===== src/rtl/step_sequencer.sv =====
// step_sequencer: step/direction pulse generator for a stepper driver.
//
// Accepts one move command at a time (step count, direction, period) and
// emits exactly that many step pulses. The direction output is updated on
// accept and held for DIR_SETUP cycles before the first step rises. Every
// step is high for PULSE_CYC cycles. Rising edges are eff_period apart,
// where eff_period = max(cmd_period, PULSE_CYC+1).
//
// Optional feature macro: STEP_RAMP_EN
//   When defined, the step interval follows a trapezoidal profile. It
//   starts at max(START_PER, eff_period) and falls by RAMP_DEC per step
//   down to eff_period. It rises again by RAMP_DEC per step near the end
//   of the move, capped at the start interval.
//   When undefined, the interval is constant, and START_PER and RAMP_DEC
//   are unused.
//
// Ports:
//   clk, rst                 clock, synchronous active-high reset
//   cmd_valid / cmd_ready    command handshake (cmd_ready = IDLE & ~rst)
//   cmd_steps, cmd_dir,      move parameters, latched on accept
//   cmd_period
//   abort                    stop at next safe point (never a runt pulse)
//   step, dir                driver pins
//   busy                     move in progress
//   done, aborted            one-cycle end-of-move pulse, plus abort flag
//   steps_left               steps not yet issued
module step_sequencer #(
    parameter int CNT_W     = 24,
    parameter int PER_W     = 16,
    parameter int PULSE_CYC = 8,
    parameter int DIR_SETUP = 4,
    parameter int START_PER = 4000,
    parameter int RAMP_DEC  = 16
) (
    input  logic             clk,
    input  logic             rst,
    input  logic             cmd_valid,
    output logic             cmd_ready,
    input  logic [CNT_W-1:0] cmd_steps,
    input  logic             cmd_dir,
    input  logic [PER_W-1:0] cmd_period,
    input  logic             abort,
    output logic             step,
    output logic             dir,
    output logic             busy,
    output logic             done,
    output logic             aborted,
    output logic [CNT_W-1:0] steps_left
);

    typedef enum logic [2:0] {
        S_IDLE,
        S_SETUP,
        S_PULSE_HI,
        S_PULSE_LO,
        S_DONE
    } state_t;

    // The shortest legal period leaves one low cycle after the high time.
    localparam logic [PER_W-1:0] MIN_PER   = PER_W'(PULSE_CYC + 1);
    localparam logic [PER_W-1:0] SETUP_LD  = PER_W'(DIR_SETUP - 1);
    localparam logic [PER_W-1:0] HI_LD     = PER_W'(PULSE_CYC - 1);

    state_t           state_reg;
    logic [PER_W-1:0] cnt_reg;        // cycles remaining in current phase, minus one
    logic [PER_W-1:0] per_reg;        // interval of the pulse in flight
    logic             abort_pend_reg; // abort seen during the high time
    logic             step_reg;
    logic             dir_reg;
    logic             busy_reg;
    logic             done_reg;
    logic             aborted_reg;
    logic [CNT_W-1:0] steps_left_reg;

    logic [PER_W-1:0] eff_period;
    logic [PER_W-1:0] hi_per;         // interval to use for the pulse about to rise

    assign eff_period = (cmd_period < MIN_PER) ? MIN_PER : cmd_period;

`ifdef STEP_RAMP_EN
    localparam logic [PER_W:0] START_X = (PER_W + 1)'(START_PER);
    localparam logic [PER_W:0] DEC_X   = (PER_W + 1)'(RAMP_DEC);

    logic [PER_W-1:0] floor_reg;      // eff_period of the current move
    logic [CNT_W-1:0] accel_cnt_reg;  // steps taken above the floor while accelerating
    logic             decel_reg;      // deceleration has begun
    logic             ramp_decel;
    logic [PER_W:0]   ramp_top;
    logic [PER_W:0]   ramp_sum;

    always_comb begin
        ramp_top   = (START_X > {1'b0, floor_reg}) ? START_X : {1'b0, floor_reg};
        ramp_sum   = {1'b0, per_reg} + DEC_X;
        ramp_decel = 1'b0;
        hi_per     = per_reg;
        if (state_reg == S_SETUP) begin
            hi_per = ramp_top[PER_W-1:0];
        end else begin
            // steps_left is still the pre-decrement count here
            ramp_decel = decel_reg || (steps_left_reg <= accel_cnt_reg);
            if (ramp_decel) begin
                hi_per = (ramp_sum > ramp_top) ? ramp_top[PER_W-1:0] : ramp_sum[PER_W-1:0];
            end else if ({1'b0, per_reg} > ({1'b0, floor_reg} + DEC_X)) begin
                hi_per = per_reg - DEC_X[PER_W-1:0];
            end else begin
                hi_per = floor_reg;
            end
        end
    end
`else
    always_comb begin
        hi_per = per_reg;
    end
`endif

    always_ff @(posedge clk) begin
        if (rst) begin
            state_reg      <= S_IDLE;
            cnt_reg        <= '0;
            per_reg        <= '0;
            abort_pend_reg <= 1'b0;
            step_reg       <= 1'b0;
            dir_reg        <= 1'b0;
            busy_reg       <= 1'b0;
            done_reg       <= 1'b0;
            aborted_reg    <= 1'b0;
            steps_left_reg <= '0;
`ifdef STEP_RAMP_EN
            floor_reg      <= '0;
            accel_cnt_reg  <= '0;
            decel_reg      <= 1'b0;
`endif
        end else begin
            done_reg    <= 1'b0;
            aborted_reg <= 1'b0;
            case (state_reg)
                S_IDLE: begin
                    // cmd_ready is 1 here because rst is low
                    if (cmd_valid) begin
                        dir_reg        <= cmd_dir;
                        steps_left_reg <= cmd_steps;
                        per_reg        <= eff_period;
                        abort_pend_reg <= 1'b0;
`ifdef STEP_RAMP_EN
                        floor_reg      <= eff_period;
                        accel_cnt_reg  <= '0;
                        decel_reg      <= 1'b0;
`endif
                        if (cmd_steps == '0) begin
                            state_reg <= S_DONE;
                            done_reg  <= 1'b1;
                        end else begin
                            state_reg <= S_SETUP;
                            busy_reg  <= 1'b1;
                            cnt_reg   <= SETUP_LD;
                        end
                    end
                end

                S_SETUP, S_PULSE_LO: begin
                    if (abort) begin
                        state_reg   <= S_DONE;
                        busy_reg    <= 1'b0;
                        done_reg    <= 1'b1;
                        aborted_reg <= 1'b1;
                    end else if (cnt_reg != '0) begin
                        cnt_reg <= cnt_reg - 1'b1;
                    end else if (state_reg == S_PULSE_LO && steps_left_reg == '0) begin
                        state_reg <= S_DONE;
                        busy_reg  <= 1'b0;
                        done_reg  <= 1'b1;
                    end else begin
                        // Rise of the next step
                        state_reg      <= S_PULSE_HI;
                        step_reg       <= 1'b1;
                        cnt_reg        <= HI_LD;
                        per_reg        <= hi_per;
                        steps_left_reg <= steps_left_reg - 1'b1;
                        abort_pend_reg <= 1'b0;
`ifdef STEP_RAMP_EN
                        decel_reg <= ramp_decel;
                        if (!ramp_decel && hi_per > floor_reg) begin
                            accel_cnt_reg <= accel_cnt_reg + 1'b1;
                        end
`endif
                    end
                end

                S_PULSE_HI: begin
                    // Abort is remembered so the high time always completes
                    if (cnt_reg != '0) begin
                        cnt_reg        <= cnt_reg - 1'b1;
                        abort_pend_reg <= abort_pend_reg | abort;
                    end else begin
                        step_reg <= 1'b0;
                        if (abort_pend_reg || abort) begin
                            state_reg   <= S_DONE;
                            busy_reg    <= 1'b0;
                            done_reg    <= 1'b1;
                            aborted_reg <= 1'b1;
                        end else begin
                            state_reg <= S_PULSE_LO;
                            cnt_reg   <= per_reg - MIN_PER;
                        end
                    end
                end

                S_DONE: begin
                    state_reg <= S_IDLE;
                end

                default: begin
                    state_reg <= S_IDLE;
                    busy_reg  <= 1'b0;
                    step_reg  <= 1'b0;
                end
            endcase
        end
    end

    assign cmd_ready  = (state_reg == S_IDLE) && !rst;
    assign step       = step_reg;
    assign dir        = dir_reg;
    assign busy       = busy_reg;
    assign done       = done_reg;
    assign aborted    = aborted_reg;
    assign steps_left = steps_left_reg;

endmodule


===== config.mk =====
export PLATFORM = sky130hd
export DESIGN_NAME = step_sequencer
export DESIGN_NICKNAME = d
export VERILOG_FILES = /design/src/rtl/step_sequencer.sv
export SDC_FILE = /design/constraint.sdc
export NUM_CORES = 1
export LEC_CHECK = 0
export ABC_AREA = 1
export ABC_CLOCK_PERIOD_IN_PS = 2700
export BUFFER_PORTS_ARGS = -buffer_cell sky130_fd_sc_hd__buf_4
export CAP_MARGIN = 10
export CORE_AREA = 2 2 90 92
export CTS_CLUSTER_DIAMETER = 80
export DETAILED_ROUTE_END_ITERATION = 8
export DIE_AREA = 0 0 92 94
export GPL_TIMING_DRIVEN = 0
export PLACE_DENSITY = 0.84
export SYNTH_ARGS = -nofsm -noshare
export SYNTH_HDL_FRONTEND = slang
export SYNTH_SLANG_ARGS = --single-unit
export TNS_END_PERCENT = 5

===== constraint.sdc =====
create_clock -name clk -period 2.7 [get_ports clk]
set_clock_uncertainty 0.15 [all_clocks]
set_input_delay 0.54 -clock clk [delete_from_list [all_inputs] [get_ports clk]]
set_output_delay 0.54 -clock clk [all_outputs]
set_load 0.02 [all_outputs]

==> results.json, run 1 <==
{
  "worstPathArrival_ps": 1780,
  "synth_fp_nets": 825,
  "synth_seq_cells": 65,
  "fmax_mhz": 404,
  "syn_inst": 775,
  "route.vias.total": 5472,
  "p_leak_nw": 2.71,
  "viasPerCell": 5.66,
  "ys_types": 39,
  "routed_wl_um": 14800,
  "antenna_found_initial": 0,
  "period_share_pct": 91.6,
  "fp.dieH_um": 94,
  "outcome": "finished clean",
  "drc": 0,
  "coreArea_um2": 7610,
  "antenna_left": 0,
  "power.share.combinational_pct": 58.0,
  "globalRouteOverflowTotal": 0,
  "wire_per_inst_um": 15.3,
  "clk_latency_ps": 360,
  "stdcell_area_um2": 5500,
  "syn_to_final_growth_pct": 19.8,
  "numCtsBuffers": 9,
  "cts_buffer_depth": 2,
  "p_clk_share_pct": 16.0,
  "synth-async-reset-ratio_pct": 0,
  "fin_tns_setup_ps": 0,
  "nNetsFinal": 910,
  "synthTopCellsByCount": "nand2_1 (191), nor2_1 (184), inv_1 (85), dfxtp_1 (65), nand3_1 (45)",
  "die_area_um2": 8650,
  "synth_edf_count": 0,
  "cts_setup_buffers": 0,
  "largest_reg_flops": 24,
  "powerDensity_nw_per_um2": 1110,
  "crit_fanout": 10,
  "worst_pin_slew_ps": 665,
  "max_cap_violations": 0,
  "dpl.hpwl_um": 11000,
  "nFillCells": 677,
  "synth_area_um2": 4590,
  "place_area_um2": 5280,
  "grt_pass1_wl_um": 23900,
  "ys_warn_count": 0,
  "p_seq_share_pct": 26.0,
  "cts_tree": "yes",
  "clock-root-buffer": "clkbuf_8",
  "power_switching_w": 0.00314,
  "setup_viol": 0,
  "slew_headroom_pct": 55.7,
  "min_period_ps": 2470,
  "criticalPathCategory": "in -> out",
  "htreeDepth": 3,
  "antennaDiodeCount": 0,
  "rsz0062_at_grt": "false",
  "synth_ff_type": "dfxtp_1",
  "io_buffers": 74,
  "internal_power_w": 0.00299,
  "hold_viol": 0,
  "die_w_um": 92,
  "grt_max_degree": 14,
  "swShare_pct": 51.3,
  "yosysSeqAreaShare_pct": 28.3,
  "track_usage_pct": 35.0,
  "start_kind": "input pin",
  "netlist.area_leader.share_pct": 28.3,
  "ir_drop_mv": 0.460,
  "synth.area.top_cells": "dfxtp_1 (28%), nand2_1 (16%), nor2_1 (15%)",
  "grt_pass1_vias": 5252,
  "dr.pass1.iters": 5,
  "ios": 75,
  "yosys.cell_count.top_type": "nand2_1",
  "avgSynthCellArea_um2": 5.93,
  "drv_slew": 0,
  "first_iter_violations": 335,
  "clkTransAtPathRegs_ps": 80,
  "place_congestion": 0.963,
  "worstHoldPathType": "in -> reg",
  "synth_area_leader_cell": "dfxtp_1",
  "clock-sinks": 65,
  "rows": 32,
  "start_util_pct": 60.4,
  "drive_gt1_share_pct": 14.9,
  "endpoint_kind": "output port",
  "cp.required_ps": 2010
}
## placed cells by master, fill, tap and decap left out, types with 6 or more instances in the layout
cell type  count
dfxtp_1       65
o21ai_1       13
nor2_2         6
o22ai_1        6
nand4_1       14
inv_1         85
nor2_1       184
buf_4         76
a21oi_1       21
nand2_1      191
xor2_1        20
o21ai_0       43
nand3_1       45
nor3_1         8
clkbuf_8       9
clkbuf_1      11
## final cells by class
class	instances	area, um2	area share [%]
Inverter	85	319	5.80
Buffer	22	116	2.11
Clock inverter	7	103	1.86
Multi-Input combinational cell	603	2860	51.9
Tap cell	102	128	2.32
Timing Repair Buffer	74	556	10.1
Clock buffer	9	124	2.25
Sequential cell	65	1300	23.6
## path summary, 6_finish.rpt
kind / startpoint / end / slack (ps) / cells after the start
min reg2reg: step / step / 360 / 2
max reg2reg: cnt_reg[0] / cnt_reg[11] / 440 / 12
max: rst / cmd_ready / 230 / 5
min: cmd_dir / dir / 250 / 3
## per-layer routing
metal / vias to the layer above / share of wire, % / track usage (%)
met5: - / 0 / 0
met4: 0 / 5.3 / 21.1
met3: 66 / 7.5 / 6.26
met2: 290 / 49 / 63.0
met1: 2478 / 38 / 38.4
li1: 2638 / - / -
## worst max-delay path, cell delays in order
cell      delay (ps)
buf_4             90
clkbuf_1         400
clkbuf_2         430
nor2_1           140
buf_4            180
## cells by family (layout without fill, tap and decap cells)
| family | Yosys count | count (layout) | synth area share [%] |
|---|---|---|---|
| buffers and inverters | 107 | 197 | 9.45 |
| AND/OR/NAND/NOR | 474 | 474 | 44.1 |
| adder cells (fa/ha/maj) | 5 | 5 | 1.36 |
| flip-flops | 65 | 65 | 28.3 |
| AO/OA/AOI/OAI | 102 | 102 | 12.6 |
| XOR/XNOR | 22 | 22 | 4.20 |
## through the flow
stage          hold WS (ps)  worst slack, ps  cells  utilization (%)  total power (W)
2_1_floorplan           310              658    775                -          0.00404
3_3_place_gp            330             17.9    951             69.3          0.00498
3_5_place_dp            328             30.0    951             69.3          0.00506
4_1_cts                 255             5.17    967             72.3          0.00606
5_1_grt                 255              173    967             72.3          0.00660
6_report                255              226    967             72.3          0.00613
## repair_timing
item | CTS | global route
gates resized for setup | 0 | 2
setup endpoints to repair | 0 | 1
hold buffers | 0 | 0
## power groups by stage
stage,logic (W),registers (W),clock network (W)
2_1_floorplan,0.00235,0.00168,0
3_3_place_gp,0.00339,0.00159,0
3_5_place_dp,0.00346,0.00160,0
4_1_cts,0.00349,0.00158,0.000987
5_1_grt,0.00395,0.00163,0.00102
6_report,0.00356,0.00159,0.000984
No activity file was read; power rests on OpenSTA's default activity.
==> inputs of run 2 (changes only) <==
BUFFER_PORTS_ARGS = unset   (was -buffer_cell sky130_fd_sc_hd__buf_4)
CORE_AREA = 2 2 87 89   (was 2 2 90 92)
CTS_BUF_LIST = sky130_fd_sc_hd__clkbuf_8   (was unset)
DIE_AREA = 0 0 89 91   (was 0 0 92 94)
DONT_BUFFER_PORTS = 1   (was unset)
PLACE_DENSITY = 0.8   (was 0.84)
==> run 2 against run 1 <==
Effect of this change: flip-flop and latch count did not move; first-iteration DRC count down 18%; final area down 10%; critical path depth decreased by 2; maximum frequency fell by 2.9%; clock power decreased by 0.4%; worst setup slack got worse by 74 ps; via count fell by 7.4%; global-route usage is 0.22 points lower; total power decreased by 5.6%; cell count is 8.0% lower.
==> results.json, run 2 (synthesis gave the netlist of run 1 again) <==
{
  "outcome": "finished clean",
  "numCtsBuffers": 9,
  "antennaDiodeCount": 0,
  "wire_per_inst_um": 15.1,
  "dp_worst_setup_slack_ps": 163,
  "cts_setup_buffers": 0,
  "largest_reg_flops": 24,
  "cp.required_ps": 2010,
  "viasPerCell": 5.70,
  "dr.pass1.iters": 5,
  "syn_to_final_growth_pct": 7.66,
  "htreeDepth": 3,
  "ios": 75,
  "first_iter_violations": 274,
  "hold_viol": 0,
  "globalRouteOverflowTotal": 0,
  "drc": 0,
  "track_usage_pct": 34.8,
  "period_share_pct": 94.4,
  "worst_pin_slew_ps": 727,
  "most-common-layout-cells": "nand2_1 (191), nor2_1 (184), inv_1 (85), dfxtp_1 (65), nand3_1 (45)",
  "nFillCells": 687,
  "die_area_um2": 8100,
  "ff2ff_setup_slack_ps": 460,
  "setup_viol": 0,
  "cts_tree": "yes",
  "powerDensity_nw_per_um2": 1170,
  "cts-resized-gates": 0,
  "route.vias.total": 5069,
  "fin_tns_setup_ps": 0,
  "rsz0062_at_grt": "false",
  "drv_slew": 0,
  "p_leak_nw": 2.34,
  "clkTransAtPathRegs_ps": 80,
  "drive_gt1_share_pct": 6.83,
  "min_period_ps": 2550,
  "ctsHoldBuffers": 0,
  "clk_latency_ps": 350,
  "max_cap_violations": 0,
  "criticalPathCategory": "in -> out",
  "final_core_util_pct": 69.3,
  "worstPathArrival_ps": 1860,
  "grt_max_degree": 13,
  "start_kind": "input pin",
  "slew_headroom_pct": 51.6,
  "grt_pass1_vias": 4951,
  "crit_fanout": 10,
  "rows": 31,
  "clock-root-buffer": "clkbuf_8",
  "clock-sinks": 65,
  "nNetsFinal": 836,
  "fmax_mhz": 393,
  "coreArea_um2": 7140,
  "layout_commonest_cell": "nand2_1",
  "worstHoldPathType": "in -> reg",
  "antenna_found_initial": 0,
  "ir_drop_mv": 0.473,
  "fin_ws_ps": 152,
  "antenna_left": 0,
  "io_buffers": 0,
  "fp.dieH_um": 91,
  "dpl.hpwl_um": 10300,
  "place_congestion": 1.03,
  "die_w_um": 89,
  "start_util_pct": 64.3,
  "routed_wl_um": 13500,
  "grt_pass1_wl_um": 22100,
  "endpoint_kind": "output port",
  "cts_buffer_depth": 2
}
-- run 2: layout make-up --
class	count	area, um2	area share, %
buffer	22	115	2.33
clock buffer	10	138	2.78
sequential	65	1300	26.3
tap	99	124	2.51
multi-input combinational	603	2860	57.8
inverter	85	319	6.45
clock inverter	6	90.1	1.82
-- run 2: per-stage QoR --
stage	instance area, um2	hold slack [ps]	total power, W	cells
after CTS	4940	159	0.00576	890
after global placement	4720	349	0.00469	874
after global routing	4940	168	0.00627	890
final	4940	169	0.00579	890
after floorplan	4590	310	0.00404	775
after detailed placement	4720	343	0.00477	874
-- run 2: path summary, 6_finish.rpt --
check        startpoint          end  depth (start not counted)
max reg2reg  cnt_reg[0]  cnt_reg[10]                         12
max                 rst    cmd_ready                          3
min reg2reg   hi_per[5]    hi_per[5]                          2
min             cmd_dir          dir                          2
-- run 2: report_power, final --
part / switching (W) / internal (W)
logic: 0.00203 / 0.00101
registers: 0.000533 / 0.00124
clock network: 0.000431 / 0.000549
total: 0.00299 / 0.00280
-- run 2: worst max-delay path, stage by stage --
cell and delay (ps):
clkbuf_1 420, clkbuf_1 620, nor2_1 270
-- run 2: layer usage --
layer  wire length, um  share of wire, %  vias to the layer above  track usage [%]
li1                  -                 -                     2489                -
met1              5040                37                     2298             38.2
met2              6870                51                      225             61.3
met3               930               6.9                       57             5.18
met4               628               4.7                        0             20.8
met5                 0                 0                        -                0
